File: src/rtl/cfg_frame_con_if.sv
// rtl/cfg_frame_con_if.sv - serial-in / per-block-out configuration bus bundle
interface cfg_frame_con_if #(
  parameter int N_BLOCKS = 77,
  parameter int IDX_W    = 7
);
  logic                MASTER_DIN;
  logic                MASTER_EN;
  logic                CH_ADDR;
  logic                AUTO_ADV;
  logic                PROG_DONE;
  logic [N_BLOCKS-1:0] BLOCK_SEL;
  logic [N_BLOCKS-1:0] BLOCK_DIN;
  logic [N_BLOCKS-1:0] BLOCK_WE;
  logic [IDX_W-1:0]    BLK_IDX;
  logic                FRAME_OK;
  logic                DONE;
  logic                ERR;

  modport master (
    output MASTER_DIN, MASTER_EN, CH_ADDR, AUTO_ADV, PROG_DONE,
    input  BLOCK_SEL, BLOCK_DIN, BLOCK_WE, BLK_IDX, FRAME_OK, DONE, ERR
  );

  modport slave (
    input  MASTER_DIN, MASTER_EN, CH_ADDR, AUTO_ADV, PROG_DONE,
    output BLOCK_SEL, BLOCK_DIN, BLOCK_WE, BLK_IDX, FRAME_OK, DONE, ERR
  );
endinterface

File: src/rtl/cfg_frame_con.sv
// rtl/cfg_frame_con.sv - distributes a serial configuration stream into fixed-length frames per block
module cfg_frame_con #(
  parameter int N_BLOCKS = 77,
  parameter int FRAME_W  = 18,
  parameter int IDX_W    = 7
) (
  input logic          CLK,
  input logic          RST,
  cfg_frame_con_if.slave bus
);
  localparam int CNT_W = (FRAME_W > 1) ? $clog2(FRAME_W) : 1;
  localparam logic [CNT_W-1:0] LAST_BIT = CNT_W'(FRAME_W - 1);
  localparam logic [IDX_W-1:0] LAST_BLK = IDX_W'(N_BLOCKS - 1);

  typedef enum logic [1:0] {S_IDLE, S_LOAD, S_DONE, S_ERROR} state_t;

  state_t              state_q, state_d;
  logic [N_BLOCKS-1:0] sel_q, sel_d;
  logic [N_BLOCKS-1:0] din_q, din_d;
  logic [N_BLOCKS-1:0] we_q, we_d;
  logic [IDX_W-1:0]    idx_q, idx_d;
  logic [CNT_W-1:0]    cnt_q, cnt_d;
  logic                fok_q, fok_d;
  logic                done_q, done_d;
  logic                err_q, err_d;
  logic                fin_pend_q, fin_pend_d;

  logic                at_zero, last_bit, last_blk, adv_pre, adv_post;
  logic [N_BLOCKS-1:0] lane;

  always_comb begin
    state_d    = state_q;
    sel_d      = sel_q;
    idx_d      = idx_q;
    cnt_d      = cnt_q;
    din_d      = '0;
    we_d       = '0;
    fok_d      = 1'b0;
    done_d     = done_q;
    err_d      = err_q;
    fin_pend_d = fin_pend_q;
    at_zero    = (cnt_q == '0);
    last_bit   = bus.MASTER_EN && (cnt_q == LAST_BIT);
    last_blk   = (idx_q == LAST_BLK);
    adv_pre    = bus.CH_ADDR && at_zero;
    adv_post   = last_bit && (bus.CH_ADDR || bus.AUTO_ADV);
    lane       = adv_pre ? (sel_q << 1) : sel_q;

    case (state_q)
      S_IDLE, S_LOAD: begin
        // The final write of the last block is delivered before DONE takes over.
        if (fin_pend_q) begin
          state_d    = S_DONE;
          sel_d      = '0;
          done_d     = 1'b1;
          fin_pend_d = 1'b0;
        end else if (bus.PROG_DONE) begin
          sel_d = '0;
          if (at_zero) begin
            state_d = S_DONE;
            done_d  = 1'b1;
          end else begin
            state_d = S_ERROR;
            err_d   = 1'b1;
          end
        end else if (bus.CH_ADDR && !at_zero && !last_bit) begin
          state_d = S_ERROR;
          sel_d   = '0;
          err_d   = 1'b1;
        end else if (adv_pre && last_blk) begin
          state_d = S_DONE;
          sel_d   = '0;
          done_d  = 1'b1;
        end else begin
          if (adv_pre) begin
            sel_d = sel_q << 1;
            idx_d = idx_q + IDX_W'(1);
          end
          if (bus.MASTER_EN) begin
            state_d = S_LOAD;
            we_d    = lane;
            din_d   = bus.MASTER_DIN ? lane : '0;
            if (last_bit) begin
              cnt_d = '0;
              fok_d = 1'b1;
              if (adv_post) begin
                if (last_blk) begin
                  fin_pend_d = 1'b1;
                end else begin
                  sel_d = sel_q << 1;
                  idx_d = idx_q + IDX_W'(1);
                end
              end
            end else begin
              cnt_d = cnt_q + CNT_W'(1);
            end
          end
        end
      end
      default: ;
    endcase
  end

  always_ff @(posedge CLK) begin
    if (RST) begin
      state_q    <= S_IDLE;
      sel_q      <= N_BLOCKS'(1);
      din_q      <= '0;
      we_q       <= '0;
      idx_q      <= '0;
      cnt_q      <= '0;
      fok_q      <= 1'b0;
      done_q     <= 1'b0;
      err_q      <= 1'b0;
      fin_pend_q <= 1'b0;
    end else begin
      state_q    <= state_d;
      sel_q      <= sel_d;
      din_q      <= din_d;
      we_q       <= we_d;
      idx_q      <= idx_d;
      cnt_q      <= cnt_d;
      fok_q      <= fok_d;
      done_q     <= done_d;
      err_q      <= err_d;
      fin_pend_q <= fin_pend_d;
    end
  end

  assign bus.BLOCK_SEL = sel_q;
  assign bus.BLOCK_DIN = din_q;
  assign bus.BLOCK_WE  = we_q;
  assign bus.BLK_IDX   = idx_q;
  assign bus.FRAME_OK  = fok_q;
  assign bus.DONE      = done_q;
  assign bus.ERR       = err_q;
endmodule

File: src/flat_wrapper.sv
// flat-port wrapper written by rule: the top's interface ports become plain ports
module cfg_frame_con_flat 
#(
  parameter int N_BLOCKS = 77,
  parameter int FRAME_W  = 18,
  parameter int IDX_W    = 7
)
  (CLK, RST, bus_MASTER_DIN, bus_MASTER_EN, bus_CH_ADDR, bus_AUTO_ADV, bus_PROG_DONE, bus_BLOCK_SEL, bus_BLOCK_DIN, bus_BLOCK_WE, bus_BLK_IDX, bus_FRAME_OK, bus_DONE, bus_ERR);
  cfg_frame_con_if #(.N_BLOCKS(N_BLOCKS), .IDX_W(IDX_W)) bus_i ();
  input logic CLK;
  input logic RST;
  input wire logic [$bits(bus_i.MASTER_DIN)-1:0] bus_MASTER_DIN;
  input wire logic [$bits(bus_i.MASTER_EN)-1:0] bus_MASTER_EN;
  input wire logic [$bits(bus_i.CH_ADDR)-1:0] bus_CH_ADDR;
  input wire logic [$bits(bus_i.AUTO_ADV)-1:0] bus_AUTO_ADV;
  input wire logic [$bits(bus_i.PROG_DONE)-1:0] bus_PROG_DONE;
  output wire logic [$bits(bus_i.BLOCK_SEL)-1:0] bus_BLOCK_SEL;
  output wire logic [$bits(bus_i.BLOCK_DIN)-1:0] bus_BLOCK_DIN;
  output wire logic [$bits(bus_i.BLOCK_WE)-1:0] bus_BLOCK_WE;
  output wire logic [$bits(bus_i.BLK_IDX)-1:0] bus_BLK_IDX;
  output wire logic [$bits(bus_i.FRAME_OK)-1:0] bus_FRAME_OK;
  output wire logic [$bits(bus_i.DONE)-1:0] bus_DONE;
  output wire logic [$bits(bus_i.ERR)-1:0] bus_ERR;
  assign bus_i.MASTER_DIN = bus_MASTER_DIN;
  assign bus_i.MASTER_EN = bus_MASTER_EN;
  assign bus_i.CH_ADDR = bus_CH_ADDR;
  assign bus_i.AUTO_ADV = bus_AUTO_ADV;
  assign bus_i.PROG_DONE = bus_PROG_DONE;
  assign bus_BLOCK_SEL = bus_i.BLOCK_SEL;
  assign bus_BLOCK_DIN = bus_i.BLOCK_DIN;
  assign bus_BLOCK_WE = bus_i.BLOCK_WE;
  assign bus_BLK_IDX = bus_i.BLK_IDX;
  assign bus_FRAME_OK = bus_i.FRAME_OK;
  assign bus_DONE = bus_i.DONE;
  assign bus_ERR = bus_i.ERR;
  cfg_frame_con #(.N_BLOCKS(N_BLOCKS), .FRAME_W(FRAME_W), .IDX_W(IDX_W)) u_core (.CLK(CLK), .RST(RST), .bus(bus_i));
endmodule
File: config.mk
export PLATFORM = sky130hd
export DESIGN_NAME = cfg_frame_con_flat
export DESIGN_NICKNAME = d
export VERILOG_FILES = /design/src/rtl/cfg_frame_con_if.sv /design/src/rtl/cfg_frame_con.sv /design/src/flat_wrapper.sv
export SDC_FILE = /design/constraint.sdc
export NUM_CORES = 1
export LEC_CHECK = 0
export ABC_CLOCK_PERIOD_IN_PS = 2700
export BUFFER_PORTS_ARGS = -buffer_cell sky130_fd_sc_hd__buf_2
export CORE_AREA = 2 2 142 144
export DETAILED_ROUTE_END_ITERATION = 10
export DIE_AREA = 0 0 144 146
export MAX_ROUTING_LAYER = met4
export PLACE_DENSITY = 0.66
export SYNTH_ARGS = -nofsm -noshare
export SYNTH_HDL_FRONTEND = slang
export SYNTH_SLANG_ARGS = --single-unit
File: constraint.sdc
create_clock -name CLK -period 2.7 [get_ports CLK]
set_input_delay 0.54 -clock CLK [delete_from_list [all_inputs] [get_ports CLK]]
set_output_delay 0.54 -clock CLK [all_outputs]
set_load 0.01 [all_outputs]
==> results of run 1 <==
[cells by family (layout without fill, tap and decap cells)]
group	count (synthesis)	in the layout
AO/OA/AOI/OAI	109	109
adder cells (fa/ha/maj)	5	5
buffers and inverters	52	313
flip-flops	248	248
multiplexers	80	80
AND/OR/NAND/NOR	213	213
[critical path, delay by kind of cell, from the launching register on]
kind | cells | cell delay (ns)
flops | 1 | 0.40
simple gates | 2 | 0.22
compound gates | 3 | 0.87
fa+ha+maj | 1 | 0.21
buf+inv | 2 | 0.35
[flip-flops by register name, indices dropped and copies added (netlist names)]
register,cells
u_core.bus.BLOCK_DIN,77
u_core.bus.BLOCK_SEL,77
u_core.bus.BLOCK_WE,77
u_core.bus.BLK_IDX,7
u_core.cnt_q,5
u_core.bus.DONE,1
u_core.bus.ERR,1
u_core.bus.FRAME_OK,1
u_core.fin_pend_q,1
u_core.state_q,1
[cells in the mapped netlist, types with 4 or more instances]
| master | count |
|---|---|
| a21oi_1 | 11 |
| a22o_1 | 76 |
| buf_1 | 4 |
| buf_2 | 15 |
| clkbuf_1 | 22 |
| dfxtp_1 | 248 |
| ha_1 | 5 |
| inv_1 | 7 |
| mux2i_1 | 77 |
| nand2_1 | 9 |
| nand2b_1 | 4 |
| nand3_1 | 8 |
| nor2_1 | 167 |
| nor3_1 | 4 |
| o21ai_0 | 4 |
[power groups by stage]
stage | combinational [W] | clock, W | sequential (W)
CTS | 0.000275 | 0.00356 | 0.00368
detailed placement | 0.000275 | 0 | 0.00376
floorplan | 0.000190 | 0 | 0.00376
finish | 0.000272 | 0.00348 | 0.00368
global placement | 0.000273 | 0 | 0.00376
global route | 0.000293 | 0.00372 | 0.00368
[routing by layer]
metal	share of wire, %	routed length [um]
met1	45	8530
met2	47	8980
met3	6.2	1180
met4	1.8	338
met5	0	0
[worst max-delay path by stage]
| stage | from | cells after the start | to |
|---|---|---|---|
| after floorplan | u_core.bus.BLK_IDX[0]$_SDFFE_PP0P_ | 8 | u_core.bus.BLOCK_SEL[36]$_SDFFE_PP0N_ |
| after global placement | bus_MASTER_EN | 7 | u_core.bus.BLOCK_SEL[43]$_SDFFE_PP0N_ |
| after detailed placement | bus_MASTER_EN | 7 | u_core.bus.BLOCK_SEL[51]$_SDFFE_PP0N_ |
| after CTS | u_core.cnt_q[0]$_SDFFE_PP0P_ | 8 | u_core.bus.BLOCK_SEL[51]$_SDFFE_PP0N_ |
| after global routing | u_core.cnt_q[0]$_SDFFE_PP0P_ | 7 | u_core.bus.BLOCK_SEL[46]$_SDFFE_PP0N_ |
| final | u_core.cnt_q[0]$_SDFFE_PP0P_ | 8 | u_core.bus.BLOCK_SEL[51]$_SDFFE_PP0N_ |
[cells in the final DEF, fill, tap and decap left out, types with 6 or more instances in the layout]
| master | n |
|---|---|
| dfxtp_1 | 248 |
| buf_2 | 247 |
| nor2_1 | 167 |
| mux2i_1 | 77 |
| a22o_1 | 76 |
| clkbuf_16 | 26 |
| a21oi_1 | 11 |
| nand2_1 | 9 |
| buf_4 | 9 |
| nand3_1 | 7 |
| inv_1 | 7 |
| clkbuf_1 | 6 |
[stage by stage]
stage	hold slack [ns]	setup slack, ns	area, sq um	util [%]	power (W)
floorplan	0.462	0.674	7890	-	0.00395
global placement	0.463	0.469	9460	48.9	0.00403
detailed placement	0.458	0.422	9460	48.9	0.00404
CTS	0.292	0.497	10300	53.3	0.00752
global route	0.306	0.285	10300	53.3	0.00769
finish	0.314	0.480	10300	53.3	0.00743
[final cells by class]
type	instances	share of cell area [%]
clock buffers	37	7.20
well taps	265	3.22
flip-flops and latches	248	48.2
repair buffers	261	13.6
multi-input cells	407	26.5
inverters	7	0.255
clock inverters	8	1.01
==> flow_metrics.py, run 1 <==
metrics = {
    "drt": {
        "drtAntennaViolNets": 0,
        "drtPass1Iterations": 4,
        "wl_per_cell_um": 15.4,
        "drtIter0Drc": 244,
        "drc_errors": 0,
        "vias": 5947,
        "routed_wirelength_um": 19000,
        "routed_via_density": 4.82,
    },
    "synth": {
        "yosysSeqAreaShare_pct": 62.9,
        "synth_compound_area_share_pct": 11.6,
        "synth_top_cells_by_area": "dfxtp_1, mux2i_1, a22o_1",
        "synth_top_family_by_area": "compound AO/OA/AOI/OAI gates",
        "yosys-mux-area-fraction_pct": 10.2,
        "syn_inst": 707,
        "syn-num-nets": 719,
        "yosysTopAreaCell": "dfxtp_1",
        "ys_warn_count": 0,
        "synth_seq_cells": 248,
        "synth-simple-area-share_pct": 11.5,
        "synth_top_area_share_pct": 62.9,
        "yosys.area_share.adder_pct": 0.793,
        "synthesis.area_sq_um": 7890,
        "ys_async_sr_fraction_pct": 0,
        "synth_top_flop_cell": "dfxtp_1",
        "yosysUniqueCellTypes": 43,
        "synthXorXnorAreaFrac_pct": 0,
        "syn_area_per_cell_sq_um": 11.2,
        "synth-edff-count": 0,
    },
    "pwr": {
        "p_seq_share_pct": 49.5,
        "pwr-share-clk_pct": 46.8,
        "power_density_nw_per_um2": 721,
        "p_sw_w": 0.00157,
        "sw_frac_of_total_pct": 21.1,
        "leakagePower_nw": 4.82,
        "ir_drop_mv": 0.384,
        "power.internal_w": 0.00586,
        "power_frac_comb_pct": 3.7,
    },
    "setup_path": {
        "reg2reg_slack_ns": 0.48,
        "crit_path_cell_trace": "inv_1 > ha_1 > nor2b_1 > o211ai_1 > a21boi_2 > nor4_4 > buf_4 > a22o_1",
        "rr_endpoint": "u_core.bus.BLOCK_SEL[51]$_SDFFE_PP0N_",
        "critPathLaunchType": "flop",
        "r2r_cells": 8,
        "r2r-start": "u_core.cnt_q[0]$_SDFFE_PP0P_",
        "crit_fanout": 39,
        "slowest_delay_ns": 0.46,
        "worstPathRequired_ns": 3.10,
        "slowest_stage": "a21boi_2",
        "crit_type": "reg -> reg",
        "crit_arrival_ns": 2.62,
        "crit_path_end_kind": "flop",
    },
    "hold_path": {
        "whs_path_depth": 3,
        "worstHoldEndpoint": "u_core.bus.FRAME_OK$_SDFF_PP0_",
        "hold_class": "in -> reg",
        "min-delay-start": "bus_MASTER_EN",
    },
    "placed_design": {
        "hpwlAfterDp_um": 12600,
        "place_congestion": 0.799,
        "port_buffers": 247,
        "dpl.cell_count": 1188,
    },
    "layout": {
        "area_growth_pct": 30.5,
        "multi_input_area_sq_um": 2730,
        "n_fill_cell": 1739,
        "drive_gt1_share_pct": 32.5,
        "seq_area_sq_um": 4960,
        "diodes": 0,
        "stdcell_count": 1233,
        "nNetsFinal": 963,
    },
    "global_route": {
        "use_met1_pct": 22.4,
        "grt_antenna_before_repair": 0,
        "grt_overflow": 0,
        "busiest_layer": "met2",
        "grt_util_met2_pct": 28.8,
        "grt_pass1_wl_um": 30000,
        "met3_usage_pct": 4.05,
        "grt_max_degree": 57,
        "grt_pass1_vias": 5633,
        "grt.total_usage_pct": 17.8,
    },
    "timing": {
        "max_slew_margin_pct": 61.6,
        "rsz0062_at_grt": "false",
        "fin_skew_ns": 0.0199,
        "hold_viol": 0,
        "slew_viol_final": 0,
        "fmax_ghz": 0.451,
        "setup_tns_ns": 0,
        "worst_pin_slew_ns": 0.576,
        "period_minus_slack_ns": 2.22,
        "min_period_over_period_pct": 82.2,
        "setup_viol": 0,
    },
    "outcome": {
        "status": "complete, no violations",
    },
    "die": {
        "row_count": 51,
        "die_height_um": 146,
        "start_util_pct": 40.8,
        "chipWidth_um": 144,
        "top_level_ports": 248,
        "dieArea_sq_um": 21000,
        "coreArea_sq_um": 19300,
    },
    "clocking": {
        "clkTransAtPathRegs_ns": 0.06,
        "htreeDepth": 1,
        "worst_skew_pair.late_latency_ns": 0.52,
        "cts-root-buf": "clkbuf_16",
        "cts_made_buffers": 26,
        "tritoncts": "done",
        "post_cts_buffers": 0,
        "clock_sinks": 248,
        "postCtsHoldBufs": 0,
        "post_cts_resized": 0,
        "clock_path_buffers": 3,
    },
    "job": {
        "maxCapViolations": 0,
    },
}
Note: power is estimated with default switching activity, not from simulation.
==> run 2: changes to the inputs <==
- ABC_CLOCK_PERIOD_IN_PS: 2700 -> 1950
- PLACE_DENSITY: 0.66 -> 0.68
- clock period: 2.7 -> 1.95 ns (I/O delays scaled with it)
==> flow_metrics.py, run 2 (same netlist as run 1, synthesis figures left out) <==
metrics = {
    "timing": {
        "max_slew_margin_pct": 69.2,
        "fmax_ghz": 0.485,
        "period_minus_slack_ns": 2.06,
        "hold_viol": 0,
        "worst_pin_slew_ns": 0.450,
        "setup_viol": 214,
        "setup_ws_ns": -0.113,
        "rsz0062_at_grt": "true",
        "min_period_over_period_pct": 106,
        "fin_skew_ns": 0.0171,
        "slew_viol_final": 0,
    },
    "clocking": {
        "htreeDepth": 1,
        "cts_made_buffers": 25,
        "cts-root-buf": "clkbuf_16",
        "postCtsHoldBufs": 0,
        "worst_skew_pair.late_latency_ns": 0.52,
        "tritoncts": "done",
        "clkTransAtPathRegs_ns": 0.06,
        "clock_sinks": 248,
        "clock_path_buffers": 3,
    },
    "layout": {
        "nNetsFinal": 1017,
        "fin_area_sq_um": 11500,
        "final_common_cell": "buf_2",
        "layout_common_cells": "buf_2, dfxtp_1, nor2_1, mux2i_1, a22o_1",
        "area_growth_pct": 45.2,
        "diodes": 0,
        "drive_gt1_share_pct": 43.8,
    },
    "setup_path": {
        "path_delay_family": "simple AND/OR/NAND/NOR gates",
        "startpoint": "u_core.cnt_q[1]$_SDFFE_PP0P_",
        "crit_path_end_kind": "flop",
        "slowest_stage": "or4b_4",
        "r2r_cells": 9,
        "crit_type": "reg -> reg",
        "crit_arrival_ns": 2.51,
        "reg2reg_slack_ns": -0.11,
        "crit_buf_inv": 4,
        "critPathLaunchType": "flop",
        "crit_cells": 9,
        "slowest_delay_ns": 0.48,
        "r2r-start": "u_core.cnt_q[1]$_SDFFE_PP0P_",
        "setup.worst_path.end": "u_core.bus.BLOCK_DIN[66]$_SDFF_PP0_",
        "worstPathRequired_ns": 2.40,
        "rr_endpoint": "u_core.bus.BLOCK_DIN[66]$_SDFF_PP0_",
        "crit_path_cell_trace": "inv_2 > ha_4 > or4b_4 > a41oi_4 > buf_6 > o2111ai_4 > buf_12 > clkbuf_16 > nor2_1",
        "crit_fanout": 16,
    },
    "outcome": {
        "status": "complete, but fails checks",
        "violations": "setup timing",
    },
    "hold_path": {
        "hold_class": "in -> reg",
    },
    "global_route": {
        "grt_pass1_wl_um": 31000,
        "grt_overflow": 0,
        "grt_max_degree": 59,
        "grt_pass1_vias": 5884,
        "grt.total_usage_pct": 18.5,
        "grt_antenna_before_repair": 0,
    },
    "drt": {
        "met2_length_um": 11100,
        "routed_wirelength_um": 23400,
        "met3_length_um": 1300,
        "top_layer": "met4",
        "drc_errors": 0,
        "drtPass1Iterations": 4,
        "wl_met1_um": 10500,
        "drtIter0Drc": 277,
        "wl_per_cell_um": 18.2,
        "drtAntennaViolNets": 0,
        "vias": 6454,
        "routed_via_density": 5.01,
    },
    "die": {
        "dieArea_sq_um": 21000,
        "start_util_pct": 40.8,
        "row_count": 51,
        "chipWidth_um": 144,
        "coreArea_sq_um": 19300,
        "die_height_um": 146,
        "top_level_ports": 248,
    },
    "pwr": {
        "fin_total_pwr_w": 0.0106,
        "p_sw_w": 0.00226,
        "power_frac_comb_pct": 5.5,
        "power.internal_w": 0.00836,
        "power_density_nw_per_um2": 927,
        "ir_drop_mv": 0.685,
        "p_seq_share_pct": 47.9,
        "pwr-share-clk_pct": 46.6,
        "sw_frac_of_total_pct": 21.3,
        "leakagePower_nw": 5.26,
    },
    "job": {
        "maxCapViolations": 0,
    },
    "placed_design": {
        "hpwlAfterDp_um": 12900,
        "place_congestion": 0.820,
        "port_buffers": 247,
        "dpl_cell_area_sq_um": 9670,
        "pre_cts_ws_ns": -0.0683,
    },
}
==> run 2: cell count changes in the layout (fill, tap and decap cells not counted), sizes merged <==
cell / change
buf: +42
clkinv: -4
bufinv: +1
clkbuf: +13
inv: +2
==> run 2: power by group through the flow <==
stage	Sequential, W	Combinational [W]	Clock [W]
floorplan	0.00521	0.000265	0
global placement	0.00520	0.000422	0
detailed placement	0.00520	0.000424	0
CTS	0.00509	0.000433	0.00503
global route	0.00509	0.000613	0.00525
finish	0.00509	0.000583	0.00495
==> run 2: worst min path at each step <==
stage          cells after the start                                from  slack (ns)                                  to
2_1_floorplan                      2        u_core.cnt_q[1]$_SDFFE_PP0P_        0.46        u_core.cnt_q[1]$_SDFFE_PP0P_
3_3_place_gp                       2  u_core.bus.BLK_IDX[3]$_SDFFE_PP0P_        0.47  u_core.bus.BLK_IDX[3]$_SDFFE_PP0P_
3_5_place_dp                       2         u_core.bus.ERR$_SDFFE_PP0P_        0.47         u_core.bus.ERR$_SDFFE_PP0P_
4_1_cts                            2                                 RST        0.21  u_core.bus.BLK_IDX[4]$_SDFFE_PP0P_
5_1_grt                            2                                 RST        0.24  u_core.bus.BLK_IDX[4]$_SDFFE_PP0P_
6_report                           2                                 RST        0.23  u_core.bus.BLK_IDX[4]$_SDFFE_PP0P_
==> run 2: per-stage QoR <==
step / std cells / TNS, ns / hold slack (ns) / utilization [%]
2_1_floorplan: 707 / -0.00486 / 0.462 / -
3_3_place_gp: 1209 / -0.0707 / 0.469 / 50.0
3_5_place_dp: 1209 / -4.58 / 0.465 / 50.0
4_1_cts: 1256 / -3.84 / 0.208 / 54.6
5_1_grt: 1287 / -24.66 / 0.235 / 59.3
6_report: 1287 / -9.61 / 0.226 / 59.3
==> run 2: layout make-up <==
type	instances	area, sq um
Clock buffer	37	741
Clock inverter	7	123
Fill cell	1601	7870
Inverter	7	26.3
Multi-Input combinational cell	407	3060
Sequential cell	248	4970
Tap cell	265	332
Timing Repair Buffer	316	2210
==> run 2: worst register-to-register path: cells and delay by family, from the launching register on <==
kind	cells	cell delay, ns
fa+ha+maj	1	0.13
compound gates	2	0.35
flops	1	0.32
buf+inv	4	0.58
simple gates	2	0.61
==> run 2: what timing repair did <==
item / CTS / global route
pin swaps: 8 / 27
gates resized for setup: 7 / 115
endpoints found under the setup margin: 171 / 240
gates cloned: 0 / 22
setup buffers: 3 / 9
==> run 2: per-layer routing <==
layer | track usage, % | vias to the layer above
met5 | - | -
met4 | 6.57 | 0
met3 | 3.29 | 41
met2 | 30.1 | 214
met1 | 23.1 | 3147
li1 | - | 3052
==> run 3: changes to the inputs <==
- CORE_AREA: 2 2 142 144 -> 2 2 136 138
- DIE_AREA: 0 0 144 146 -> 0 0 138 140
- PLACE_DENSITY: 0.68 -> 0.74
==> flow_metrics.py, run 3 (same netlist as run 1, synthesis figures left out) <==
metrics = {
    "pwr": {
        "power_density_nw_per_um2": 921,
        "leakagePower_nw": 5.01,
        "fin_total_pwr_w": 0.00996,
        "ir_drop_mv": 0.760,
    },
    "layout": {
        "final_common_cell": "buf_2",
        "fin_util_pct": 60.8,
        "area_growth_pct": 37.1,
        "fin_area_sq_um": 10800,
        "nNetsFinal": 995,
        "layout_common_cells": "buf_2, dfxtp_1, nor2_1, a22o_1, mux2i_1",
        "diodes": 0,
        "stdcell_count": 1226,
        "drive_gt1_share_pct": 39.3,
    },
    "timing": {
        "setup_ws_ns": -0.0994,
        "slew_viol_final": 0,
        "rsz0062_at_grt": "true",
        "setup_tns_ns": -5.51,
        "fin_skew_ns": 0.0179,
        "setup_viol": 153,
        "max_slew_margin_pct": 74.8,
        "fmax_ghz": 0.488,
        "worst_pin_slew_ns": 0.368,
        "min_period_over_period_pct": 105,
        "period_minus_slack_ns": 2.05,
        "hold_viol": 0,
    },
    "clocking": {
        "clock_path_buffers": 3,
        "cts_made_buffers": 25,
        "postCtsHoldBufs": 0,
        "clkTransAtPathRegs_ns": 0.06,
        "clock_sinks": 248,
        "tritoncts": "done",
        "worst_skew_pair.late_latency_ns": 0.51,
        "cts-root-buf": "clkbuf_16",
        "htreeDepth": 1,
    },
    "global_route": {
        "grt_pass1_vias": 5918,
        "grt_antenna_before_repair": 0,
        "grt_max_degree": 50,
        "grt.total_usage_pct": 19.7,
        "grt_pass1_wl_um": 31000,
        "grt_overflow": 0,
    },
    "drt": {
        "drtPass1Iterations": 6,
        "routed_via_density": 5.05,
        "vias": 6192,
        "drc_errors": 0,
        "drtIter0Drc": 249,
        "wl_per_cell_um": 16.7,
        "routed_wirelength_um": 20500,
        "drtAntennaViolNets": 0,
    },
    "placed_design": {
        "place_congestion": 0.821,
        "port_buffers": 247,
        "dpl_cell_area_sq_um": 9670,
        "dpl.cell_count": 1176,
        "hpwlAfterDp_um": 12800,
    },
    "setup_path": {
        "startpoint": "u_core.cnt_q[0]$_SDFFE_PP0P_",
        "path_delay_family": "simple AND/OR/NAND/NOR gates",
        "crit_buf_inv": 3,
        "crit_fanout": 22,
        "crit_path_end_kind": "flop",
        "worstPathRequired_ns": 2.39,
        "crit_arrival_ns": 2.49,
        "crit_type": "reg -> reg",
        "critPathLaunchType": "flop",
        "r2r-start": "u_core.cnt_q[0]$_SDFFE_PP0P_",
        "slowest_delay_ns": 0.47,
        "crit_path_cell_trace": "inv_4 > ha_4 > or4b_4 > a41oi_4 > o211ai_1 > buf_6 > buf_16 > nor2_2",
        "slowest_stage": "or4b_4",
    },
    "die": {
        "chipWidth_um": 138,
        "start_util_pct": 44.4,
        "row_count": 49,
        "dieArea_sq_um": 19300,
        "coreArea_sq_um": 17800,
        "die_height_um": 140,
        "top_level_ports": 248,
    },
    "hold_path": {
        "min-delay-start": "RST",
        "hold_class": "in -> reg",
    },
    "outcome": {
        "status": "complete, but fails checks",
        "violations": "setup timing",
    },
    "job": {
        "maxCapViolations": 0,
    },
}
run 3: changes by cell type in the layout (fill, tap and decap cells not counted), moves of 5 or more:
cell / previous run / this run
clkbuf_16: 38 / 27
buf_4: 33 / 28
nor2_1: 106 / 132
buf_6: 8 / 1
nor2_2: 40 / 20
nor2_4: 21 / 15
run 3: routing by layer:
metal	share of wire (%)	global-route usage [%]
met1	44	24.3
met2	49	33.5
met3	5.5	3.08
met4	2.0	5.64
met5	0	-
run 3: worst paths after layout:
path / to / slack, ns / cells after the start
max: u_core.bus.BLOCK_WE[18]$_SDFF_PP0_ / -0.1 / 8
min: u_core.bus.BLK_IDX[4]$_SDFFE_PP0P_ / 0.21 / 2
max reg2reg: u_core.bus.BLOCK_WE[18]$_SDFF_PP0_ / -0.1 / 8
min reg2reg: u_core.bus.DONE$_SDFFE_PP0P_ / 0.49 / 1
run 3: cell type report:
type	count	area, sq um
inverters	7	28.8
fillers	1486	6960
flip-flops and latches	248	4970
repair buffers	294	1840
clock buffers	36	717
well taps	229	287
multi-input cells	407	2950
clock inverters	5	28.8
run 3: what timing repair did:
action	CTS	global route
gates cloned	2	3
setup endpoints to repair	232	240
pin swaps	4	23
setup buffers	2	2
resized for setup	19	60
run 3: power breakdown:
group	internal, W	switching (W)
Combinational	0.000214	0.000292
Sequential	0.00508	0.0000119
Clock	0.00253	0.00183
Total	0.00782	0.00213
run 3: metrics by stage:
step,setup slack (ns),hold WS [ns]
2_1_floorplan,-0.00486,0.462
3_3_place_gp,-0.103,0.466
3_5_place_dp,-0.143,0.473
4_1_cts,-0.100,0.202
5_1_grt,-0.165,0.202
6_report,-0.0994,0.210
